### src/rtl/spi_count_sequencer_if.sv
// -----------------------------------------------------------------------------
// spi_count_sequencer_if
// Byte handshake between the count sequencer and the SPI master.
//   tx_ready : master idle, may accept start          (master -> sequencer)
//   done     : one-cycle pulse, byte shift complete    (master -> sequencer)
//   start    : one-cycle request to send tx_data       (sequencer -> master)
//   tx_data  : byte to send, stable from start to done (sequencer -> master)
// Modport "master" is the sequencer side (it initiates the handshake),
// modport "slave" is the SPI master side.
// -----------------------------------------------------------------------------
interface spi_count_sequencer_if;
  logic       tx_ready;
  logic       done;
  logic       start;
  logic [7:0] tx_data;

  modport master (input tx_ready, input done, output start, output tx_data);
  modport slave  (output tx_ready, output done, input start, input tx_data);
endinterface

### src/rtl/spi_count_sequencer.sv
// -----------------------------------------------------------------------------
// spi_count_sequencer
// Run/stop up-counter (0..COUNT_MAX) stepped at TICK_HZ. Every change of the
// count (and every clear) is shipped to the SPI master as a frame:
//   byte0 = {2'b00, snap[13:8]}, byte1 = snap[7:0]
// Updates arriving while a frame is in flight coalesce into one follow-up
// frame carrying the latest count.
//
// Optional build macro SPI_SEQ_HEADER_EN: prefixes each frame with 0xA5.
//
// Ports
//   clk, rst     : clock, synchronous active-high reset
//   btn_runstop  : debounced pulse, toggles running
//   btn_clear    : debounced pulse, count := 0
//   spi          : handshake to the SPI master (tx_ready/done/start/tx_data)
//   count        : current counter value
//   running      : 1 while counting
//   busy         : 1 while a frame is in progress
// -----------------------------------------------------------------------------
module spi_count_sequencer #(
  parameter int unsigned CLK_FREQ  = 100_000_000,
  parameter int unsigned TICK_HZ   = 10,
  parameter int unsigned COUNT_MAX = 9999
) (
  input  logic                         clk,
  input  logic                         rst,
  input  logic                         btn_runstop,
  input  logic                         btn_clear,
  spi_count_sequencer_if.master        spi,
  output logic [13:0]                  count,
  output logic                         running,
  output logic                         busy
);

  localparam int unsigned   PRESC_MAX  = CLK_FREQ / TICK_HZ - 1;
  localparam int unsigned   PW         = (PRESC_MAX > 0) ? $clog2(PRESC_MAX + 1) : 1;
  localparam logic [PW-1:0] PRESC_TERM = PW'(PRESC_MAX);
  localparam logic [13:0]   CMAX       = 14'(COUNT_MAX);

  typedef enum logic [2:0] {
    S_IDLE,
`ifdef SPI_SEQ_HEADER_EN
    S_LOAD_HD,
    S_WAIT_HD,
`endif
    S_LOAD_HI,
    S_WAIT_HI,
    S_LOAD_LO,
    S_WAIT_LO
  } state_t;

  logic [PW-1:0] r_presc;
  logic [13:0]   r_count;
  logic          r_running;
  logic          r_pending;
  logic [13:0]   r_snap;
  logic          r_start;
  logic [7:0]    r_tx_data;
  state_t        r_state;

  logic          w_tick;
  logic [13:0]   w_count_nxt;
  logic          w_update;
  logic          w_take;
  logic          w_start_nxt;
  logic [7:0]    w_tx_nxt;
  state_t        w_state_nxt;

  // Clear wins over a same-cycle tick; a clear always counts as an update
  // even when the count is already zero.
  always_comb begin
    w_tick      = r_running && (r_presc == PRESC_TERM);
    w_count_nxt = r_count;
    if (btn_clear)
      w_count_nxt = '0;
    else if (w_tick)
      w_count_nxt = (r_count == CMAX) ? '0 : r_count + 14'd1;
    w_update = btn_clear || (w_count_nxt != r_count);
  end

  always_ff @(posedge clk) begin
    if (rst) begin
      r_count   <= '0;
      r_running <= 1'b0;
      r_presc   <= '0;
      r_pending <= 1'b0;
    end else begin
      r_count <= w_count_nxt;
      if (btn_runstop)
        r_running <= ~r_running;
      if (btn_clear || !r_running || w_tick || btn_runstop)
        r_presc <= '0;
      else
        r_presc <= r_presc + PW'(1);
      // A new update in the cycle the frame is taken must survive.
      if (w_update)
        r_pending <= 1'b1;
      else if (w_take)
        r_pending <= 1'b0;
    end
  end

  always_comb begin
    w_state_nxt = r_state;
    w_start_nxt = 1'b0;
    w_tx_nxt    = r_tx_data;
    w_take      = 1'b0;
    case (r_state)
      S_IDLE: begin
        if (r_pending) begin
          w_take = 1'b1;
`ifdef SPI_SEQ_HEADER_EN
          w_state_nxt = S_LOAD_HD;
`else
          w_state_nxt = S_LOAD_HI;
`endif
        end
      end
`ifdef SPI_SEQ_HEADER_EN
      S_LOAD_HD: begin
        if (spi.tx_ready) begin
          w_start_nxt = 1'b1;
          w_tx_nxt    = 8'hA5;
          w_state_nxt = S_WAIT_HD;
        end
      end
      S_WAIT_HD: if (spi.done) w_state_nxt = S_LOAD_HI;
`endif
      S_LOAD_HI: begin
        if (spi.tx_ready) begin
          w_start_nxt = 1'b1;
          w_tx_nxt    = {2'b00, r_snap[13:8]};
          w_state_nxt = S_WAIT_HI;
        end
      end
      S_WAIT_HI: if (spi.done) w_state_nxt = S_LOAD_LO;
      S_LOAD_LO: begin
        if (spi.tx_ready) begin
          w_start_nxt = 1'b1;
          w_tx_nxt    = r_snap[7:0];
          w_state_nxt = S_WAIT_LO;
        end
      end
      S_WAIT_LO: if (spi.done) w_state_nxt = S_IDLE;
      default:   w_state_nxt = S_IDLE;
    endcase
  end

  always_ff @(posedge clk) begin
    if (rst) begin
      r_state   <= S_IDLE;
      r_start   <= 1'b0;
      r_tx_data <= '0;
      r_snap    <= '0;
    end else begin
      r_state   <= w_state_nxt;
      r_start   <= w_start_nxt;
      r_tx_data <= w_tx_nxt;
      if (w_take)
        r_snap <= r_count;
    end
  end

  assign spi.start   = r_start;
  assign spi.tx_data = r_tx_data;
  assign count       = r_count;
  assign running     = r_running;
  assign busy        = (r_state != S_IDLE);

endmodule
### src/flat_wrapper.sv
// flat-port wrapper written by rule: the top's interface ports become plain ports
module spi_count_sequencer_flat 
#(
  parameter int unsigned CLK_FREQ  = 100_000_000,
  parameter int unsigned TICK_HZ   = 10,
  parameter int unsigned COUNT_MAX = 9999
)
  (clk, rst, btn_runstop, btn_clear, count, running, busy, spi_tx_ready, spi_done, spi_start, spi_tx_data);
  spi_count_sequencer_if spi_i ();
  input  logic clk;
  input  logic rst;
  input  logic btn_runstop;
  input  logic btn_clear;
  output logic [13:0] count;
  output logic running;
  output logic busy;
  input wire logic [$bits(spi_i.tx_ready)-1:0] spi_tx_ready;
  input wire logic [$bits(spi_i.done)-1:0] spi_done;
  output wire logic [$bits(spi_i.start)-1:0] spi_start;
  output wire logic [$bits(spi_i.tx_data)-1:0] spi_tx_data;
  assign spi_i.tx_ready = spi_tx_ready;
  assign spi_i.done = spi_done;
  assign spi_start = spi_i.start;
  assign spi_tx_data = spi_i.tx_data;
  spi_count_sequencer #(.CLK_FREQ(CLK_FREQ), .TICK_HZ(TICK_HZ), .COUNT_MAX(COUNT_MAX)) u_core (.clk(clk), .rst(rst), .btn_runstop(btn_runstop), .btn_clear(btn_clear), .spi(spi_i), .count(count), .running(running), .busy(busy));
endmodule
### config.mk
export PLATFORM = sky130hd
export DESIGN_NAME = spi_count_sequencer_flat
export DESIGN_NICKNAME = d
export VERILOG_FILES = /design/src/rtl/spi_count_sequencer_if.sv /design/src/rtl/spi_count_sequencer.sv /design/src/flat_wrapper.sv
export SDC_FILE = /design/constraint.sdc
export NUM_CORES = 1
export LEC_CHECK = 0
export CAP_MARGIN = 20
export CORE_MARGIN = 8
export CORE_UTILIZATION = 60
export CTS_CLUSTER_DIAMETER = 150
export DETAILED_ROUTE_END_ITERATION = 8
export HOLD_SLACK_MARGIN = 0.02
export PLACE_DENSITY = 0.82
export SLEW_MARGIN = 20
export SYNTH_ARGS = -nofsm -noshare
export SYNTH_HDL_FRONTEND = slang
export SYNTH_SLANG_ARGS = --single-unit
### constraint.sdc
create_clock -name clk -period 3.77 [get_ports clk]
set_input_delay 0.9425 -clock clk [delete_from_list [all_inputs] [get_ports clk]]
set_output_delay 0.9425 -clock clk [all_outputs]
set_load 0.01 [all_outputs]
==> metrics.csv <==
stage,metric,value,unit
run_status,status,"finished, final reports clean",
cts,hold buffer count at cts,0,
sta,endpoints failing setup,0,
drt,vias,2702,
critical_path,crit path kind,reg2out,
cells_and_area,"commonest non-fill, non-tap cells in the layout","66 x dfxtp_1, 54 x nand2_1, 35 x nor2_1",
sta,skew final,0.00938,ns
drt,drt wl/cell,14.8,um
sta,worst-margin pin slew,0.914,ns
placed_design,HPWL after DPL,4720,um
cells_and_area,Ant. Diodes,0,
cts,"Clk Latency, worst-skew pair",0.35,ns
placed_design,routability cong.,0.898,
sta,final hold vios,0,
synthesis,multiplexer area fraction after synthesis,2.63,%
critical_path,CP Capture Type,output pin,
critical_path,critical path startpoint category,register,
critical_path,sum of buffers and inverters on the critical path,2,
synthesis,largest family of logic cells by synthesized area,simple AND/OR/NAND/NOR gates,
sta,Max Slew Vio Count,0,
cts,clock tree sinks,66,
grt,All-Layer GR Usage,19.4,%
power,Pwr Density,386,nW/um^2
synthesis,Synth cell types,47,
cts,TritonCTS Buffers,9,
cts,Resized Gates After CTS,0,
power,Clk pwr share,42.2,%
synthesis,ys async rst share,0,%
placed_design,I/O Buffers,30,
power,Reg power frac,52.6,%
floorplanning,die area,7610,um^2
cts,clock transition at the registers of the reported paths,0.07,ns
drt,drt first pass iters,4,
floorplanning,Die Span X,87.2,um
cts,CTS tree,yes,
cells_and_area,Layout area overhead,16.1,%
min_path,Worst Hold Class,reg2reg,
synthesis,largest cells by area after synthesis,"dfxtp_1 43%, nand2_1 6.7%, a21oi_1 4.6%, nor2_1 4.3%, xnor2_1 3.7%",
grt,global-route wire length before repair,11700,um
cells_and_area,Fillers,448,
cells_and_area,"most common cell after layout, fill and taps aside",dfxtp_1,
sta,fmax,0.352,GHz
floorplanning,Core Rows,26,
critical_path,Worst EP required,2.83,ns
synthesis,Post-synth EDFFs,0,
power,combinational power share,5.2,%
synthesis,yosys warns,0,
critical_path,cells on worst reg2reg path,4,
power,Internal Power,0.00104,W
placed_design,dpl ws,1.13,ns
critical_path,Crit path max-delay family,flip-flops,
synthesis,Main synth FF type,dfxtp_1,
sta,final worst setup slack,0.930,ns
floorplanning,io pins,31,
cts,H-tree levels,3,
synthesis,cell count after synthesis,365,
min_path,hold path depth,1,
synthesis,Yosys reg bits,66,
cts,Post-CTS Setup Inserts,0,
floorplanning,core region area,5010,um^2
power,Leak,1.01,nW
sta,unrepaired setup endpoints after global routing,no,
synthesis,Compound-Gate Fraction of Synth Area,13.9,%
drt,antenna-violating nets left,0,
sta,Tcrit/Tclk final,75.3,%
drt,drt drc,0,
synthesis,top cell type's share of synthesized area,43.4,%
sta,setup TNS,0,ns
critical_path,Worst Path Arrival,1.90,ns
drt,final wirelength,6830,um
flow_run,maximum capacitance violations,0,
floorplanning,Starting Density,60.7,%
cts,CTS Buffer Depth,2,
grt,pin count of the biggest net entering global routing,30,
critical_path,CP Max Fanout,14,
sta,Slew headroom,38.9,%
synthesis,"Seq/Total Area, Yosys",43.4,%
floorplanning,Die H,87.2,um
power,Peak VDD IR,0.272,mV
synthesis,Syn Area/Cell,8.34,um^2
critical_path,"slowest stage cell, crit path",dfxtp_1,
drt,vias per cell,5.86,
grt,vias in the first global route,2480,
power,P_sw,0.000323,W
synthesis,post-synthesis xor/xnor area fraction,4.89,%
drt,1st-iter DRT viols,207,
power,Sw Share,23.7,%
critical_path,"Cell Chain, Critical Path",nor3_1 > inv_1 > clkdlybuf4s50_1,
critical_path,WP depth,3,
cells_and_area,layout cell share with drive strength beyond 1,7.42,%
synthesis,Synth Area in Simple Gates,30.1,%
sta,"Min Clock Period, post-route",2.84,ns
cts,Root Driver,clkbuf_8,
synthesis,leading area contributor after synthesis,dfxtp_1,
synthesis,adder-cell share of the synthesized area,0.822,%
synthesis,syn nets,373,
grt,GRT overflow,0,
grt,initial antenna violation count,0,
cells_and_area,nets,394,
synthesis,area of the mapped netlist,3040,um^2
critical_path,Max stage delay on crit path,0.75,ns
Yosys cell counts, types with 3 or more instances:
| cell | number |
|---|---|
| dfxtp_1 | 66 |
| o31ai_1 | 4 |
| and3_1 | 3 |
| or2_2 | 6 |
| or3_1 | 11 |
| o21ai_0 | 5 |
| or4_1 | 8 |
| nand4_1 | 14 |
| inv_1 | 8 |
| nand2_1 | 54 |
| mux2i_1 | 8 |
| xnor2_1 | 13 |
| nor4b_1 | 3 |
| a21oi_1 | 28 |
| clkbuf_1 | 16 |
| nor4_1 | 5 |
| a211oi_1 | 13 |
| nand3_1 | 14 |
| nor3_1 | 6 |
| nor2_1 | 35 |
| nor4_2 | 4 |
| o22ai_1 | 5 |
| xor2_1 | 4 |
through the flow:
stage          total power [W]  cells  hold slack, ns  cell area [um^2]  util, %
6_report               0.00136    461           0.451              3530     70.5
5_1_grt                0.00141    461           0.483              3530     70.5
4_1_cts                0.00137    461           0.456              3530     70.5
3_5_place_dp          0.000804    445           0.446              3350     66.8
3_3_place_gp          0.000802    445           0.433              3350     66.8
2_1_floorplan         0.000773    365           0.417              3040        -
final timing paths:
kind,from,endpoint,slack (ns)
min reg2reg,u_core.r_presc[0]$_SDFF_PP0_,u_core.r_presc[0]$_SDFF_PP0_,0.45
min,u_core.r_presc[0]$_SDFF_PP0_,u_core.r_presc[0]$_SDFF_PP0_,0.45
max reg2reg,u_core.r_presc[3]$_SDFF_PP0_,u_core.count[5]$_SDFF_PP0_,1.30
max,u_core.r_state[1]$_SDFFE_PP0P_,busy,0.93
layout make-up:
| class | count | area [um^2] | share of cell area (%) |
|---|---|---|---|
| Tap cell | 70 | 87.6 | 2.48 |
| Inverter | 8 | 30.0 | 0.850 |
| Clock inverter | 5 | 55.1 | 1.56 |
| Clock buffer | 11 | 131 | 3.72 |
| Multi-Input combinational cell | 269 | 1590 | 45.1 |
| Sequential cell | 66 | 1320 | 37.4 |
| Timing Repair Buffer | 32 | 315 | 8.93 |
logic make-up (layout without fill, tap and decap cells):
family	count (synthesis)	in the layout
AOI/OAI and AO/OA	67	67
muxes	8	8
adders and majority gates	2	2
xor gates and xnor gates	17	17
buffers and inverters	30	56
DFF	66	66
and+or+nand+nor	175	175
registers in the layout, indices dropped and copies added (netlist names):
| name | count |
|---|---|
| u_core.r_presc | 24 |
| u_core.count | 14 |
| u_core.r_snap | 14 |
| u_core.spi.tx_data | 8 |
| u_core.r_state | 3 |
| u_core.r_pending | 1 |
| u_core.running | 1 |
| u_core.spi.start | 1 |
layer usage:
| metal | share of wire (%) | track usage (%) | vias up |
|---|---|---|---|
| met5 | 0 | 0 | - |
| met2 | 49 | 32.3 | 58 |
| met1 | 46 | 22.9 | 1276 |
| met4 | 1.8 | 10.3 | 0 |
| met3 | 3.8 | 4.15 | 10 |
| li1 | - | - | 1358 |
power groups by stage:
stage,Clock (W),Combinational [W],Sequential [W]
floorplan,0,0.0000418,0.000731
global placement,0,0.0000689,0.000733
detailed placement,0,0.0000700,0.000734
CTS,0.000581,0.0000710,0.000718
global route,0.000611,0.0000785,0.000719
finish,0.000575,0.0000703,0.000718
Note: power is estimated with default switching activity, not from simulation.
